**src/rtl/camlcd_pkg.sv**
```systemverilog
// Shared types and constants for the camera/LCD readback path: FSM states,
// packed-word field positions and the black pixel.
package camlcd_pkg;

  typedef enum logic [1:0] {
    ST_IDLE   = 2'd0,
    ST_PRIME  = 2'd1,
    ST_STREAM = 2'd2,
    ST_HOLD   = 2'd3
  } rb_state_t;

  // Field positions inside each 16-bit FIFO word; bit 15 is padding.
  localparam int B_LSB = 0;
  localparam int C_MSB = 9;
  localparam int G_LSB = 10;
  localparam int G_MSB = 14;

  typedef struct packed {
    logic [9:0] r;
    logic [9:0] g;
    logic [9:0] b;
  } rgb30_t;

  localparam rgb30_t BLACK_PIXEL = '0;

endpackage

```
**src/rtl/rgb30_unpack.sv**
```systemverilog
// Output stage of the readback pipeline: registers one unpacked 30-bit RGB
// pixel from the FIFO word pair, or black when blank is set.
module rgb30_unpack
  import camlcd_pkg::*;
(
  input  logic        clk,
  input  logic        rst_n,
  input  logic        valid_i,
  input  logic        blank_i,
  input  logic [15:0] rd1_i,
  input  logic [15:0] rd2_i,
  output logic        valid_o,
  output rgb30_t      pix_o
);

  logic   valid_d, valid_q;
  rgb30_t pix_d, pix_q;
  logic   unused_msbs;

  assign unused_msbs = rd1_i[15] ^ rd2_i[15];

  always_comb begin
    valid_d = valid_i;
    pix_d   = BLACK_PIXEL;
    if (valid_i && !blank_i) begin
      pix_d.r = rd2_i[C_MSB:B_LSB];
      pix_d.g = {rd1_i[G_MSB:G_LSB], rd2_i[G_MSB:G_LSB]};
      pix_d.b = rd1_i[C_MSB:B_LSB];
    end
  end

  always_ff @(posedge clk or negedge rst_n) begin
    if (!rst_n) begin
      valid_q <= 1'b0;
      pix_q   <= BLACK_PIXEL;
    end else begin
      valid_q <= valid_d;
      pix_q   <= pix_d;
    end
  end

  assign valid_o = valid_q;
  assign pix_o   = pix_q;

endmodule

```
**src/rtl/sdram_pixel_readback.sv**
```systemverilog
// Pulls packed pixel pairs from the SDRAM read FIFOs at the display's request
// pace. Optional READBACK_STATS_EN adds underflow and frame counters.
module sdram_pixel_readback
  import camlcd_pkg::*;
#(
  parameter int FRAME_PIXELS = 384000,
  parameter int PRIME_LEVEL  = 8,
  parameter int USEDW_W      = 9,
  parameter int CNT_W        = 20
) (
  input  logic               iClk,
  input  logic               iRst_n,
  input  logic               iFrameStart,
  input  logic               iRequest,
  input  logic [15:0]        iRd1_data,
  input  logic [15:0]        iRd2_data,
  input  logic               iRd_empty,
  input  logic [USEDW_W-1:0] iRd_usedw,
  output logic               oRead,
  output logic [9:0]         oRed,
  output logic [9:0]         oGreen,
  output logic [9:0]         oBlue,
  output logic               oValid,
  output logic               oUnderflow,
`ifdef READBACK_STATS_EN
  output logic [15:0]        oUnderflowCnt,
  output logic [15:0]        oFrameCnt,
`endif
  output rb_state_t          oState
);

  // Request/valid contract: every iRequest in cycle t yields exactly one
  // oValid pulse in cycle t+2, with no backpressure in either direction.
  localparam logic [CNT_W-1:0]   FRAME_LIM = CNT_W'(FRAME_PIXELS);
  localparam logic [USEDW_W-1:0] PRIME_LIM = USEDW_W'(PRIME_LEVEL);

  rb_state_t        state_d, state_q;
  logic [CNT_W-1:0] cnt_d, cnt_q;
  logic             req_p1_d, req_p1_q;
  logic             rd_p1_d, rd_p1_q;
  logic             underflow_d, underflow_q;
  logic             rd_now;
  logic             uf_event;
  rgb30_t           pix;

  // State register
  always_ff @(posedge iClk or negedge iRst_n) begin
    if (!iRst_n) state_q <= ST_IDLE;
    else         state_q <= state_d;
  end

  // Next-state logic; frame start overrides every other transition.
  always_comb begin
    state_d = state_q;
    if (iFrameStart) begin
      state_d = ST_PRIME;
    end else begin
      case (state_q)
        ST_IDLE:   state_d = ST_IDLE;
        ST_PRIME:  if (iRd_usedw >= PRIME_LIM) state_d = ST_STREAM;
        ST_STREAM: if (cnt_d == FRAME_LIM) state_d = ST_HOLD;
        ST_HOLD:   state_d = ST_HOLD;
        default:   state_d = ST_IDLE;
      endcase
    end
  end

  // Output logic
  always_comb begin
    rd_now   = iRequest && (state_q == ST_STREAM) && !iRd_empty && !iFrameStart;
    uf_event = iRequest && (state_q == ST_STREAM) && iRd_empty && !iFrameStart;
  end

  always_comb begin
    cnt_d = cnt_q;
    if (iFrameStart)                     cnt_d = '0;
    else if (rd_now && cnt_q != FRAME_LIM) cnt_d = cnt_q + 1'b1;
    underflow_d = iFrameStart ? 1'b0 : (underflow_q | uf_event);
    req_p1_d    = iRequest;
    rd_p1_d     = rd_now;
  end

  always_ff @(posedge iClk or negedge iRst_n) begin
    if (!iRst_n) begin
      cnt_q       <= '0;
      req_p1_q    <= 1'b0;
      rd_p1_q     <= 1'b0;
      underflow_q <= 1'b0;
    end else begin
      cnt_q       <= cnt_d;
      req_p1_q    <= req_p1_d;
      rd_p1_q     <= rd_p1_d;
      underflow_q <= underflow_d;
    end
  end

  // FIFO data is on the read ports one cycle after the strobe.
  rgb30_unpack u_unpack (
    .clk     (iClk),
    .rst_n   (iRst_n),
    .valid_i (req_p1_q),
    .blank_i (!rd_p1_q),
    .rd1_i   (iRd1_data),
    .rd2_i   (iRd2_data),
    .valid_o (oValid),
    .pix_o   (pix)
  );

  assign oRead      = rd_now;
  assign oRed       = pix.r;
  assign oGreen     = pix.g;
  assign oBlue      = pix.b;
  assign oUnderflow = underflow_q;
  assign oState     = state_q;

`ifdef READBACK_STATS_EN
  logic [15:0] ucnt_d, ucnt_q;
  logic [15:0] fcnt_d, fcnt_q;

  always_comb begin
    ucnt_d = ucnt_q;
    if (iFrameStart)                      ucnt_d = '0;
    else if (uf_event && ucnt_q != 16'hFFFF) ucnt_d = ucnt_q + 16'd1;
    fcnt_d = fcnt_q;
    if (state_q == ST_STREAM && state_d == ST_HOLD) fcnt_d = fcnt_q + 16'd1;
  end

  always_ff @(posedge iClk or negedge iRst_n) begin
    if (!iRst_n) begin
      ucnt_q <= '0;
      fcnt_q <= '0;
    end else begin
      ucnt_q <= ucnt_d;
      fcnt_q <= fcnt_d;
    end
  end

  assign oUnderflowCnt = ucnt_q;
  assign oFrameCnt     = fcnt_q;
`endif

endmodule

```
**config.mk**
```make
export PLATFORM = sky130hd
export DESIGN_NAME = sdram_pixel_readback
export DESIGN_NICKNAME = d
export VERILOG_FILES = /design/src/rtl/camlcd_pkg.sv /design/src/rtl/rgb30_unpack.sv /design/src/rtl/sdram_pixel_readback.sv
export SDC_FILE = /design/constraint.sdc
export NUM_CORES = 1
export LEC_CHECK = 0
export BUFFER_PORTS_ARGS = -buffer_cell sky130_fd_sc_hd__buf_2
export CORE_MARGIN = 8
export CORE_UTILIZATION = 45
export CTS_CLUSTER_DIAMETER = 120
export DETAILED_ROUTE_END_ITERATION = 10
export GPL_TIMING_DRIVEN = 0
export PLACE_DENSITY = 0.82
export SLEW_MARGIN = 10
export SYNTH_ARGS = -nofsm -noshare
export SYNTH_HDL_FRONTEND = slang
export SYNTH_SLANG_ARGS = --single-unit
```
**constraint.sdc**
```tcl
create_clock -name iClk -period 4.9 [get_ports iClk]
set_input_delay 0.245 -clock iClk [delete_from_list [all_inputs] [get_ports iClk]]
set_output_delay 0.245 -clock iClk [all_outputs]
set_load 0.005 [all_outputs]
```
-- Word-level counts from Yosys, hierarchy flattened
Cells that the tools add are included.
- bits in registers: 56
- input bits: 46
- word-level logic and storage cells: 38
- add/sub/neg operators: 1
- $lt $le $gt $ge: 1
- eq/ne operators: 7
- mux-type cells: 8
- bitwise gates (word level): 1
- reduce and logical (&&, ||, !) cells: 11
- operators by type and width (operator ; number):
    20-bit 2-to-1 mux ; 2
    30-bit 2-to-1 mux ; 1
    20-bit by 1-bit adder with 20-bit output (second input constant) ; 1
    20-bit by 19-bit == test with 1-bit output (second input constant) ; 1
    20-bit by 19-bit != test with 1-bit output (second input constant) ; 1
    9-bit by 4-bit >= comparator with 1-bit output (second input constant) ; 1
    2-bit one-hot mux with 4 select lines ; 1
    1-bit logical AND ; 7
    2-bit 2-to-1 mux ; 3
    3-bit != test (second input constant) ; 2
    2-bit == test (second input constant) ; 2
    2-bit by 1-bit == test with 1-bit output (second input constant) ; 1
    1-bit logical NOT ; 2
    2-bit logical NOT ; 1
    2-bit AND reduction ; 1
    1-bit 2-to-1 mux ; 1
    1-bit OR ; 1

-- Longest topological paths before layout
- word-level depth: 11
- mapped depth: 7

-- Hierarchy
Synthesis repeated with hierarchy kept, for this count alone.
- cell total of the unflattened synthesis: 236
- area, all modules: 2620.0 um^2
- modules (own cells, without submodules) (module ; instances ; cells each ; area an instance (um^2)):
    sdram_pixel_readback ; 1 ; 169 ; 1544.0
    rgb30_unpack ; 1 ; 67 ; 1076.0

-- Least setup slack after synthesis
Ideal clock, no wire load.
- path type: register to register
- from: register cnt_q[3]
- to: register state_q[0] (netlist: oState[0])
- library setup time: 92 ps
- arrival time: 2152 ps
- required time: 4808 ps
- setup slack: 2657 ps
- stages on the path, launching flop included: 8
- clock period less this slack: 2243 ps
- cells stage by stage: dfrtp_1 -> or3b_1 -> buf_6 -> or4_4 -> o31a_1 -> nor3_1 -> nand3b_1 -> o31ai_2
- cells in the longest elaborated chain, start to end: 7
- elaborated cells on any way between the ends: 8
- ends and longest elaborated chain (item ; RTL line ; source):
    start, declared ; sdram_pixel_readback.sv:38 ; logic [CNT_W-1:0] cnt_d, cnt_q;
    start signal, assigned ; sdram_pixel_readback.sv:90 ; cnt_q <= cnt_d;
    parallel branches: the longest is 2 deep, another holds 20-bit by 1-bit adder with 20-bit output ; n/a ;
    20-bit 2-to-1 mux * ; sdram_pixel_readback.sv:77 ; else if (rd_now && cnt_q != FRAME_LIM) cnt_d = cnt_q + 1'b1;
    20-bit 2-to-1 mux * ; sdram_pixel_readback.sv:76 ; if (iFrameStart) cnt_d = '0;
    20-bit by 19-bit == test with 1-bit output * ; sdram_pixel_readback.sv:61 ; ST_STREAM: if (cnt_d == FRAME_LIM) state_d = ST_HOLD;
    3-bit != test (no source line) * ; n/a ;
    2-bit AND reduction (no source line) * ; n/a ;
    end signal, assigned ; sdram_pixel_readback.sv:49 ; else state_q <= state_d;
    end, declared ; sdram_pixel_readback.sv:37 ; rb_state_t state_d, state_q;
Mark *: on every way between the ends.
A chain may end at the register's enable or synchronous reset.

-- Worst setup path after layout
- from: register cnt_q[1]
- to: register state_q[0] (netlist: oState[0])
Same word-level chain as after synthesis.

==> metrics.md <==
| Metric | Value |
|---|---|
| FMAX | 376 MHz |
| Worst-margin pin slew | 0.805 ns |
| Max Cap Viol | 0 |
| Grt total ovfl | 0 |
| Yosys reg bits | 56 |
| Top-level I/O count | 81 |
| Post-Syn Area | ~2500 um^2 |
| Slew HR | 45.9% |
| VDD IR max | roughly 0.10 mV |
| Comb power frac | 5.6% |
| Fin crit period | 2.66 ns |
| CTS Buffer Depth | 2 |
| Worst skew pair latency | 0.31 ns |
| Post-CTS Setup Inserts | 0 |
| Vias in the first global route | 2,249 |
| Async SR Flop Fraction | 100% |
| Top cell types by occurrence after synthesis | dfrtp_1 (56), and3_1 (33), nor2_1 (23) |
| Diode count | 0 |
| EDFF count, synth | 0 |
| Hold Path Class | input port to asynchronous set/reset pin |
| Syn Nets | 286 |
| Clock power share | 34.0% |
| Outcome | finished with violations |
| Crit-path leading delay family | compound AO/OA/AOI/OAI gates |
| Clock sink count | 56 |
| Synth Warn # | 0 |
| Layout cells sized above 1 | 29.9% |
| Slowest CP cell | dfrtp_1 |
| Clk pin slew, worst setup/hold paths | 0.10 ns |
| RSZ-0062 raised after global routing | false |
| Most frequent cell after synthesis | dfrtp_1 |
| Final Slew Violations | 0 |
| Num CTS Buffers | 5 |
| Global-route wire length before repair | 10,700 um |
| CTS tree | done |
| Post-CTS Resized | 0 |
| Flop pwr share | 60.4% |
| Area of the core | 5470 um^2 |
| Final setup violation count | 0 |
| Root Driver | clkbuf_8 |
| Port Buffers | 75 |
| Layout area overhead | 22.3% |
| Failing checks | hold timing |
| Number of antenna violations at the first check in global routing | 0 |
| Power Density | 251 nW/um^2 |
| Layout Skew | 0.00253 ns |
| Crit path DAT | 2.88 ns |
| Nets | 368 |
| Sequential area share after synthesis | 55.5% |
| Crit path launch type | flop |
| Die span in y | between 90 and 100 um |
| Drt pass-1 iters | 5 |
| Max H-tree Level | 2 |
| Horiz. Die Dim | 90.9 um |
| Crit end category | flop |
| Full die area | 8270 um^2 |
| Internal power | between 500 and 600 uW |
| Switching power | 188 uW |
| Final Cycle Share | 54.3% |
| Synth top area share | 55.5% |
| DR WL/cell | 16.1 um |
| # DRC | 0 |
| Synthesized area per cell | 10.6 um^2 |
| Final Hold Viols | 56 |
| Global Route Usage Sum | between 10% and 20% |
| Setup CP Type | flop to flop |
| Main synth FF type | dfrtp_1 |
| CP Data Required Time | roughly 5.1 ns |
| Post-synthesis cell count | about 240 |
| Iteration-0 DRC Markers | 114 |
| Leak | 0.00160 uW |
| Sw frac | 24.2% |
| Top cells by area, synth | dfrtp_1 (55%), and3_1 (8.2%), xnor2_1 (3.5%), nor2_1 (3.4%), nand3_1 (1.8%) |
| Row count | 27 |
| DPL Wire Length | about 4700 um |
| CTS hold repair buffers | 0 |
| Routed wire length | 6330 um |
| Unique masters post-synth | 52 |
| Largest net degree at the start of global routing | 57 |
| Placer Congestion | 0.858 |
| Hold slack | -0.0372 ns |
| Worst R2R Path Depth | 7 |
| Vias per inst | around 5.5 |
| Initial core utilization | 46.2% |
| Cell depth of the worst setup path | 7 |
| Area leader, netlist | dfrtp_1 |
| Crit path cell chain | ha_1, and4bb_1, nand4_1, a2111oi_0, o21ai_0, a2111o_1, o31ai_2 |
| Setup TNS | 0 ns |
| Remaining antenna violation count after routing | 0 |
| Vias | ~2,100 |
| Slowest stage delay, CP | 0.53 ns |
| Worst Path Buf+Inv | 0 |
| Largest fanout on the critical path | 8 |
==> worst register-to-register path, stage by stage, from the launching register on <==
cell and delay (ns):
dfrtp_1 0.53, ha_1 0.29, and4bb_1 0.28, nand4_1 0.26, a2111oi_0 0.44, o21ai_0 0.17, a2111o_1 0.42, o31ai_2 0.19
==> power groups by stage <==
stage	Clock [uW]	Sequential [uW]	Combinational, uW
after detailed placement	0	478	44.5
final	264	469	43.8
after global routing	294	470	49.7
after global placement	0	478	43.3
after CTS	269	469	44.7
after floorplan	0	478	11.6
==> layout by cell type (no fill, tap or decap), types with 2 or more instances in the layout <==
master,instances
buf_2,77
dfrtp_1,56
and3_1,33
nor2_1,23
nand2_1,10
xnor2_1,10
nand3_1,9
clkbuf_1,8
nor3_1,8
inv_1,7
nor4_1,6
nand4_1,6
a21oi_1,6
clkbuf_8,5
and4_1,3
xor2_1,3
nand2b_1,3
or3_1,3
o31ai_1,2
or4_1,2
o21ai_1,2
o21ai_0,2
o2111ai_1,2
ha_1,2
==> area by class of cell <==
cell class                      count  area, um^2
Fill cell                         493        2380
Tap cell                           72        90.1
Buffer                             14        65.1
Multi-Input combinational cell    161        1030
Inverter                            7        26.3
Clock buffer                        5        68.8
Clock inverter                      3        27.5
Sequential cell                    56        1400
Timing Repair Buffer               75         378
==> kinds of logic after synthesis <==
group,after synthesis,share of synthesized area [%]
compound gates,25,7.23
simple gates,119,27.3
flops,56,55.5
fa+ha+maj,2,0.990
buf+inv,21,3.62
mux,2,0.842
xor+xnor,13,4.51
==> path summary, 6_finish.rpt <==
| kind | from | endpoint | slack [ns] |
|---|---|---|---|
| max | cnt_q[1] | oState[0] | 2.24 |
| min | iRst_n | u_unpack.pix_o[3] | -0.04 |
| max reg2reg | cnt_q[1] | oState[0] | 2.24 |
| min reg2reg | req_p1_q | u_unpack.valid_o | 0.44 |
| max in group asynchronous | iRst_n | cnt_q[19] | 4.50 |
| min in group iClk | iRequest | req_p1_q | 0.09 |
==> registers in the layout (all words and copies together), names as in the netlist <==
register          count
u_unpack.valid_o      1
rd_p1_q               1
u_unpack.pix_o       30
cnt_q                20
oState                2
oUnderflow            1
req_p1_q              1
==> per-stage QoR <==
step           setup slack [ns]  cells  area [um^2]  util, %  power [uW]
2_1_floorplan              2.66    238         2530        -         490
3_3_place_gp               2.42    385         2990     54.7         521
3_5_place_dp               2.35    385         2990     54.7         523
4_1_cts                    2.31    393         3090     56.4         783
5_1_grt                    2.10    393         3090     56.5         814
6_report                   2.24    393         3090     56.5         777
==> metal layers <==
| layer | track usage, % | vias up | share of wire, % |
|---|---|---|---|
| met3 | 5.82 | 20 | 9.2 |
| met4 | 6.41 | 0 | 2.7 |
| li1 | - | 1016 | - |
| met5 | 0 | - | 0 |
| met1 | 18.0 | 1004 | 39 |
| met2 | 25.9 | 104 | 49 |
(Power assumes the default switching activity.)
